==> config.mk <==
export PLATFORM = sky130hd
export DESIGN_NAME = alu_cmd_issuer
export DESIGN_NICKNAME = d
export VERILOG_FILES = /design/src/rtl/alu_pkg.sv /design/src/rtl/alu_rsp_fifo.sv /design/src/rtl/alu_cmd_issuer.sv
export SDC_FILE = /design/constraint.sdc
export NUM_CORES = 1
export LEC_CHECK = 0
export BUFFER_PORTS_ARGS = -buffer_cell sky130_fd_sc_hd__buf_2
export CORE_ASPECT_RATIO = 0.8
export CORE_MARGIN = 2
export CORE_UTILIZATION = 50
export CTS_CLUSTER_DIAMETER = 30
export DETAILED_ROUTE_END_ITERATION = 12
export HOLD_SLACK_MARGIN = 0.08
export PLACE_DENSITY = 0.87
export SKIP_LAST_GASP = 1
export SLEW_MARGIN = 20
export SYNTH_ARGS = -nofsm -noshare
export SYNTH_HDL_FRONTEND = slang
export SYNTH_SLANG_ARGS = --single-unit
==> constraint.sdc <==
create_clock -name CLK -period 3.15 [get_ports CLK]
set_input_delay 0.63 -clock CLK [delete_from_list [all_inputs] [get_ports CLK]]
set_output_delay 0.63 -clock CLK [all_outputs]
set_load 0.01 [all_outputs]
==> src/rtl/alu_pkg.sv <==
// alu_pkg: shared ALU opcodes, flag bit positions and response record
package alu_pkg;
  localparam int ALU_LAT_DEFAULT = 2;
  localparam int TAG_W_DEFAULT = 4;
  localparam int FLAG_Z = 3;
  localparam int FLAG_C = 2;
  localparam int FLAG_V = 1;
  localparam int FLAG_N = 0;
  typedef enum logic [3:0] {
    OP_ADD = 4'h0,
    OP_SUB = 4'h1,
    OP_AND = 4'h2,
    OP_OR  = 4'h3,
    OP_XOR = 4'h4,
    OP_NOT = 4'h5,
    OP_SHL = 4'h6,
    OP_SHR = 4'h7
  } alu_op_e;
  typedef struct packed {
    logic [15:0]              result;
    logic [3:0]               flags;
    logic [TAG_W_DEFAULT-1:0] tag;
  } alu_rsp_t;
endpackage

==> src/rtl/alu_rsp_fifo.sv <==
// alu_rsp_fifo: first-word-fall-through response FIFO with occupancy count
module alu_rsp_fifo
  import alu_pkg::*;
#(
  parameter int DEPTH = 4,
  parameter type T = alu_rsp_t
) (
  input  logic                       clk,
  input  logic                       rst,
  input  logic                       push,
  input  T                           din,
  input  logic                       pop,
  output logic                       valid,
  output T                           dout,
  output logic [$clog2(DEPTH+1)-1:0] count
);
  localparam int AW = DEPTH > 1 ? $clog2(DEPTH) : 1;
  localparam int CW = $clog2(DEPTH + 1);
  T mem [DEPTH];
  logic [AW-1:0] wr_ptr, rd_ptr;
  logic do_pop;
  function automatic logic [AW-1:0] nxt(input logic [AW-1:0] p);
    return p == AW'(DEPTH - 1) ? '0 : p + 1'b1;
  endfunction
  assign valid = count != '0;
  assign do_pop = pop && valid;
  assign dout = valid ? mem[rd_ptr] : '0;
  // storage write, no reset needed since reads are gated by count
  always_ff @(posedge clk) begin
    if (push) mem[wr_ptr] <= din;
  end
  // pointers wrap modulo DEPTH; count tracked separately
  always_ff @(posedge clk) begin
    if (rst) begin
      wr_ptr <= '0;
      rd_ptr <= '0;
      count  <= '0;
    end else begin
      if (push) wr_ptr <= nxt(wr_ptr);
      if (do_pop) rd_ptr <= nxt(rd_ptr);
      count <= count + CW'(push) - CW'(do_pop);
    end
  end
  no_overflow: assert property (@(posedge clk) disable iff (rst) !(push && !do_pop && count == CW'(DEPTH)));
endmodule

==> src/rtl/alu_cmd_issuer.sv <==
// alu_cmd_issuer: issues tagged ops to the ALU and returns results in order
module alu_cmd_issuer
  import alu_pkg::*;
#(
  parameter int ALU_LAT = ALU_LAT_DEFAULT,
  parameter int RSP_DEPTH = 4,
  parameter int TAG_W = TAG_W_DEFAULT
) (
  input  logic             CLK,
  input  logic             RST,
  input  logic             req_valid,
  output logic             req_ready,
  input  logic [15:0]      req_a,
  input  logic [15:0]      req_b,
  input  logic [3:0]       req_opcode,
  input  logic             req_cin,
  input  logic             req_chain,
  input  logic [TAG_W-1:0] req_tag,
  output logic [15:0]      alu_a,
  output logic [15:0]      alu_b,
  output logic [3:0]       alu_opcode,
  output logic             alu_cin,
  output logic             alu_en,
  input  logic [15:0]      alu_result,
  input  logic [3:0]       alu_flags,
  output logic             rsp_valid,
  input  logic             rsp_ready,
  output logic [15:0]      rsp_result,
  output logic [3:0]       rsp_flags,
  output logic [TAG_W-1:0] rsp_tag,
  output logic             busy
);
  typedef struct packed {
    logic [15:0]      result;
    logic [3:0]       flags;
    logic [TAG_W-1:0] tag;
  } rsp_t;
  localparam int OW = $clog2(RSP_DEPTH + ALU_LAT + 1);
  localparam int CW = $clog2(RSP_DEPTH + 1);
  logic [ALU_LAT-1:0] pipe_v;
  logic [TAG_W-1:0] pipe_tag [ALU_LAT];
  logic carry_q, issue, push;
  logic [OW-1:0] inflight;
  logic [CW-1:0] fifo_count;
  rsp_t push_data, head;
  // count ops currently travelling through the ALU pipeline
  always_comb begin
    inflight = '0;
    for (int i = 0; i < ALU_LAT; i++) inflight = inflight + OW'(pipe_v[i]);
  end
  // chained ops wait for an empty pipe so carry_q reflects the previous op
  assign req_ready = !RST && (inflight + OW'(fifo_count) < OW'(RSP_DEPTH)) && !(req_chain && inflight != '0);
  assign issue = req_valid && req_ready;
  assign alu_en = issue;
  assign alu_a = req_a;
  assign alu_b = req_b;
  assign alu_opcode = req_opcode;
  assign alu_cin = req_chain ? carry_q : req_cin;
  assign push = pipe_v[ALU_LAT-1];
  assign push_data = '{result: alu_result, flags: alu_flags, tag: pipe_tag[ALU_LAT-1]};
  // valid pipe and carry capture; both discarded on reset
  always_ff @(posedge CLK) begin
    if (RST) begin
      pipe_v  <= '0;
      carry_q <= 1'b0;
    end else begin
      pipe_v <= ALU_LAT'({pipe_v, issue});
      if (push) carry_q <= alu_flags[FLAG_C];
    end
  end
  // tags ride alongside the valid bits; qualified by pipe_v so no reset
  always_ff @(posedge CLK) begin
    for (int i = ALU_LAT - 1; i > 0; i--) pipe_tag[i] <= pipe_tag[i-1];
    pipe_tag[0] <= req_tag;
  end
  alu_rsp_fifo #(.DEPTH(RSP_DEPTH), .T(rsp_t)) u_fifo (
    .clk  (CLK),
    .rst  (RST),
    .push (push),
    .din  (push_data),
    .pop  (rsp_ready),
    .valid(rsp_valid),
    .dout (head),
    .count(fifo_count)
  );
  assign rsp_result = head.result;
  assign rsp_flags = head.flags;
  assign rsp_tag = head.tag;
  assign busy = |pipe_v || fifo_count != '0;
endmodule
# Word-level counts from Yosys, hierarchy flattened
# Memory sizes are Yosys's and may differ from the RTL's. A register that Yosys moved wholly into a read port is not among the register bits.
# Cells that the tools add are included.
# totals
register_bits	10
ram_bits	104
out_inout_bits	65
elab_cells	35
mem_count	2
# classes
n_addsub	6
n_lt_le_gt_ge	1
eq_ne	2
mux	8
n_reduce_logical	11
# memory_table
name	words	word_bits	rd	rd_clocked_by_memory_dff	write_ports	line	text
u_fifo.mem	4	24	1	1	1	alu_rsp_fifo.sv:19	T mem [DEPTH];
pipe_tag	2	4	2	0	2	alu_cmd_issuer.sv:41	logic [TAG_W-1:0] pipe_tag [ALU_LAT];
# ops
operator	count
2-to-1 mux 24 bit	1
2-to-1 mux 2 bit	4
nonzero test 3 bit	2
logical AND 1 bit	5
adder 2 x 1 -> 2 bit (second input constant)	2
== test 2 bit (second input constant)	2
adder 2 x 3 -> 3 bit	1
adder 3 x 1 -> 3 bit	1
less-than comparator 3 bit (second input constant)	1
2-to-1 mux 1 bit	3
subtractor 3 x 1 -> 3 bit	1
adder 1 x 1 -> 2 bit	1
zero test 1 bit	2
OR reduction 2 bit	1
logical OR 1 bit	1

# Longest topological paths before layout
# depth
depth_word	6
ltp_mapped	9
ltp_nobuf	9

# By module
# Synthesis repeated with hierarchy kept, for this count alone.
# hier_totals
hier_cells	263
area_unflattened_um2	4780.8
# modules_own_cells
module	instances	cells_per_inst	area_each_um2	seq_area_each_um2
alu_rsp_fifo	1	198	4149.0	3062.9
alu_cmd_issuer	1	65	631.9	220.2

# Worst setup path before layout
# No wires, ideal clock.
# synth_timing
path_type	register -> output
from	register pipe_v[1]
to	output port alu_en
t_arrival_ns	1.572
t_required_ns	2.520
setup_slack_ns	0.948
stages_incl_launch_ff	7
path_cell_list	dfxtp_1 -> clkbuf_1 -> inv_1 -> ha_1 -> a31oi_1 -> xnor2_1 -> nor3b_1
# synth_via
elab_chain_len	6
# synth_rtl
element	line	text
start: declaration	alu_cmd_issuer.sv:40	logic [ALU_LAT-1:0] pipe_v;
start signal: assignment	alu_cmd_issuer.sv:67	pipe_v <= ALU_LAT'({pipe_v, issue});
adder 1 x 1 -> 2 bit (*)	alu_cmd_issuer.sv:49	for (int i = 0; i < ALU_LAT; i++) inflight = inflight + OW'(pipe_v[i]);
adder 2 x 3 -> 3 bit or nonzero test 3 bit (tied branches)	alu_cmd_issuer.sv:52	assign req_ready = !RST && (inflight + OW'(fifo_count) < OW'(RSP_DEPTH)) && !(req_chain && inflight != '0);
less-than comparator 3 bit or logical AND 1 bit (tied branches)	alu_cmd_issuer.sv:52	
logical AND 1 bit or zero test 1 bit (tied branches)	alu_cmd_issuer.sv:52	
logical AND 1 bit (*)	alu_cmd_issuer.sv:52	
logical AND 1 bit (*)	alu_cmd_issuer.sv:53	assign issue = req_valid && req_ready;
end: declaration	alu_cmd_issuer.sv:23	output logic alu_en,
# Mark *: on every way between the ends. The rest lies on a longest branch, timed or not.

# Final worst setup path
# Same ends and word-level chain as after synthesis.

==> impl_metrics.toml <==
[status]
status = "completed"

[placement]
place_inst = 400
dp_hpwl_um = 5010
gp_congestion = 0.695
io_buffers = 58

[power_and_ir_drop]
switching_share_pct = 25.2
p_total_uw = 4810
pwr-share-clk_pct = 41.9
seq_power_share_pct = 37.4
p_per_area_nw_per_um2 = 861
combPwrFrac_pct = 20.7
peakVddDrop_v = 0.000594
p_int_uw = 3590
power.leakage_uw = 0.00208
p_switching_uw = 1210

[final_layout]
syn_to_final_growth_pct = 16.3
n_antenna_cell = 0
final_core_util_pct = 60.7
fin_cells = 432
final_common_cell = "edfxtp_1"
fin_nets = 381
regArea_um2 = 3280
drive_above_1_share_pct = 39.4
fill_cells = 673
final_cell_mix = "edfxtp_1 (96), buf_2 (58), mux4_2 (20)"
multiInputGateArea_um2 = 1130

[sta]
rsz0062_at_grt = "no"
hold_viol = 0
setup_tns_ps = 0
finalMaxSlewViolations = 0
fin_crit_ps = 2710
finalCritPeriodShare_pct = 86.1
skew_ps = 8.08
setup_viol = 0
relSlewSlack_pct = 63.1
clock.fmax_mhz = 369
max_slew.worst_pin.slew_ps = 549

[setup_path]
critPathKind = "flip-flop to output pin"
cp_num_buf_inv = 1
cp_common_cell = "ha_1"
required_ps = 2520
cp-startpoint = "pipe_v[1]"
critPathTopFamily = "flip-flops"
slowest_delay_ps = 530
start_kind = "flip-flop"
cp_slowest_cell = "dfxtp_1"
path_cells = "ha_1, ha_1, a31oi_1, xnor2_1, nor3b_1, buf_2"
worstReg2RegStart = "u_fifo.count[1]"
worstSetupEndpointType = "output pin"
path_max_fanout = 10
crit_arrival_ps = 2080

[clock_network]
cts_buffer_depth = 2
clock_sinks = 116
cts_made_buffers = 17
clock_latency_ps = 400
cts_hold_buf = 0
root_buffer = "clkbuf_16"
postCtsResizedCells = 0
tritoncts = "done"
htree_levels = 4
clk_pin_slew_ps = 50
postCtsSetupBuffers = 0

[route]
drt_first_iter_violations = 118
wl_per_cell_um = 19.0
wl_met3_um = 501
wl_met1_um = 3480
routed_wl_um = 8190
antenna_left = 0
wl_met2_um = 3980
vias_per_cell = 5.34
topRoutingLayerUsed = "met4"
drcViolationCount = 0
drtPass1Iterations = 4
vias = 2306

[logic_synthesis]
synth_nets = 343
ys_seq_elements = 116
synth_seq_area_share_pct = 68.4
synth_cell_types = 29
synth_area_per_cell_um2 = 18.0
synthCells = 266
yosysWarnings = 0
syn_area_um2 = 4800

[global_route]
antenna_found_initial = 0
grt_pass1_vias = 2420
grt_pass1_wl_um = 12600
overflow = 0
track_usage_pct = 17.1
grt_max_degree = 27

[die]
die_area_um2 = 10400
coreArea_um2 = 9190
rows = 31
ios = 131
die-height_um = 91.6
initial_core_util_pct = 52.2
die_width_um = 114

[min_path]
hold_path.startpoint = "pipe_tag[0][3]"
hold_class = "flip-flop to flip-flop"

[run]
maxCapViolCount = 0
==> stage by stage <==
step	hold slack [ps]	setup slack, ps	cell area, um2
after CTS	308	397	5580
after global routing	304	181	5580
after floorplan	310	948	4800
after global placement	310	924	4950
after detailed placement	313	877	4950
final	323	439	5580
==> cells in the mapped netlist <==
| library cell | number | area [um2] |
|---|---|---|
| buf_12 | 2 | 40.0 |
| nor2b_4 | 6 | 82.6 |
| nor3_1 | 2 | 10.0 |
| inv_1 | 8 | 30.0 |
| and2_1 | 5 | 31.3 |
| buf_6 | 1 | 11.3 |
| xor2_1 | 1 | 8.76 |
| nand2_1 | 2 | 7.51 |
| a21o_1 | 2 | 15.0 |
| clkbuf_1 | 3 | 11.3 |
| nor2_1 | 9 | 33.8 |
| dfxtp_1 | 20 | 400 |
| or3_1 | 1 | 6.26 |
| nor3b_1 | 3 | 22.5 |
| a21oi_1 | 3 | 15.0 |
| nor2b_1 | 19 | 119 |
| mux4_1 | 4 | 105 |
| edfxtp_1 | 96 | 2880 |
| buf_2 | 3 | 15.0 |
| fa_1 | 1 | 20.0 |
| o31ai_1 | 1 | 7.51 |
| mux4_2 | 20 | 450 |
| mux2_2 | 1 | 11.3 |
| buf_4 | 37 | 278 |
| a31oi_1 | 1 | 6.26 |
| ha_1 | 10 | 125 |
| mux2i_1 | 3 | 30.0 |
| xnor2_1 | 1 | 8.76 |
| nor3_4 | 1 | 16.3 |
==> final timing paths <==
path              cells past startpoint              end  slack (ps)
setup / recovery                      6           alu_en         440
hold / removal                        0   pipe_tag[0][7]         320
setup reg to reg                      9  u_fifo.count[2]        1130
hold reg to reg                       0   pipe_tag[0][7]         320
==> metal layers <==
| metal | up-vias | track usage (%) |
|---|---|---|
| met2 | 85 | 27.2 |
| met3 | 35 | 7.73 |
| met5 | - | 0 |
| li1 | 1037 | - |
| met1 | 1149 | 20.0 |
| met4 | 0 | 8.13 |
==> cell type report <==
| type | instances | area share [%] |
|---|---|---|
| multi-input cells | 96 | 20.3 |
| well taps | 115 | 2.58 |
| flip-flops and latches | 116 | 58.8 |
| repair buffers | 65 | 6.36 |
| clock inverters | 10 | 2.73 |
| clock buffers | 22 | 8.67 |
| inverters | 8 | 0.538 |
==> state kept, by name, indices dropped and copies added (netlist names), named ones only <==
register and cells:
u_fifo.count 3, pipe_v 2, carry_q 1, u_fifo.wr_ptr 2, u_fifo.rd_ptr 2, pipe_tag 8, u_fifo.mem 96
==> cells by family (layout without fill, tap and decap cells) <==
kind of cell / count (synthesis) / after routing / share of synthesized area [%]
adders and majority gates: 11 / 11 / 3.02
AOI/OAI and AO/OA: 7 / 7 / 0.912
and+or+nand+nor: 48 / 48 / 6.85
DFF: 116 / 116 / 68.4
xor gates and xnor gates: 2 / 2 / 0.365
buffers and inverters: 54 / 105 / 8.03
muxes: 28 / 28 / 12.4
==> power groups by stage <==
| stage | Sequential, uW | Clock, uW | Combinational [uW] |
|---|---|---|---|
| after floorplan | 1790 | 0 | 772 |
| after global placement | 1820 | 0 | 985 |
| after detailed placement | 1830 | 0 | 1000 |
| after CTS | 1800 | 2060 | 1010 |
| after global routing | 1810 | 2130 | 1080 |
| final | 1800 | 2020 | 994 |
(Power assumes the default switching activity.)
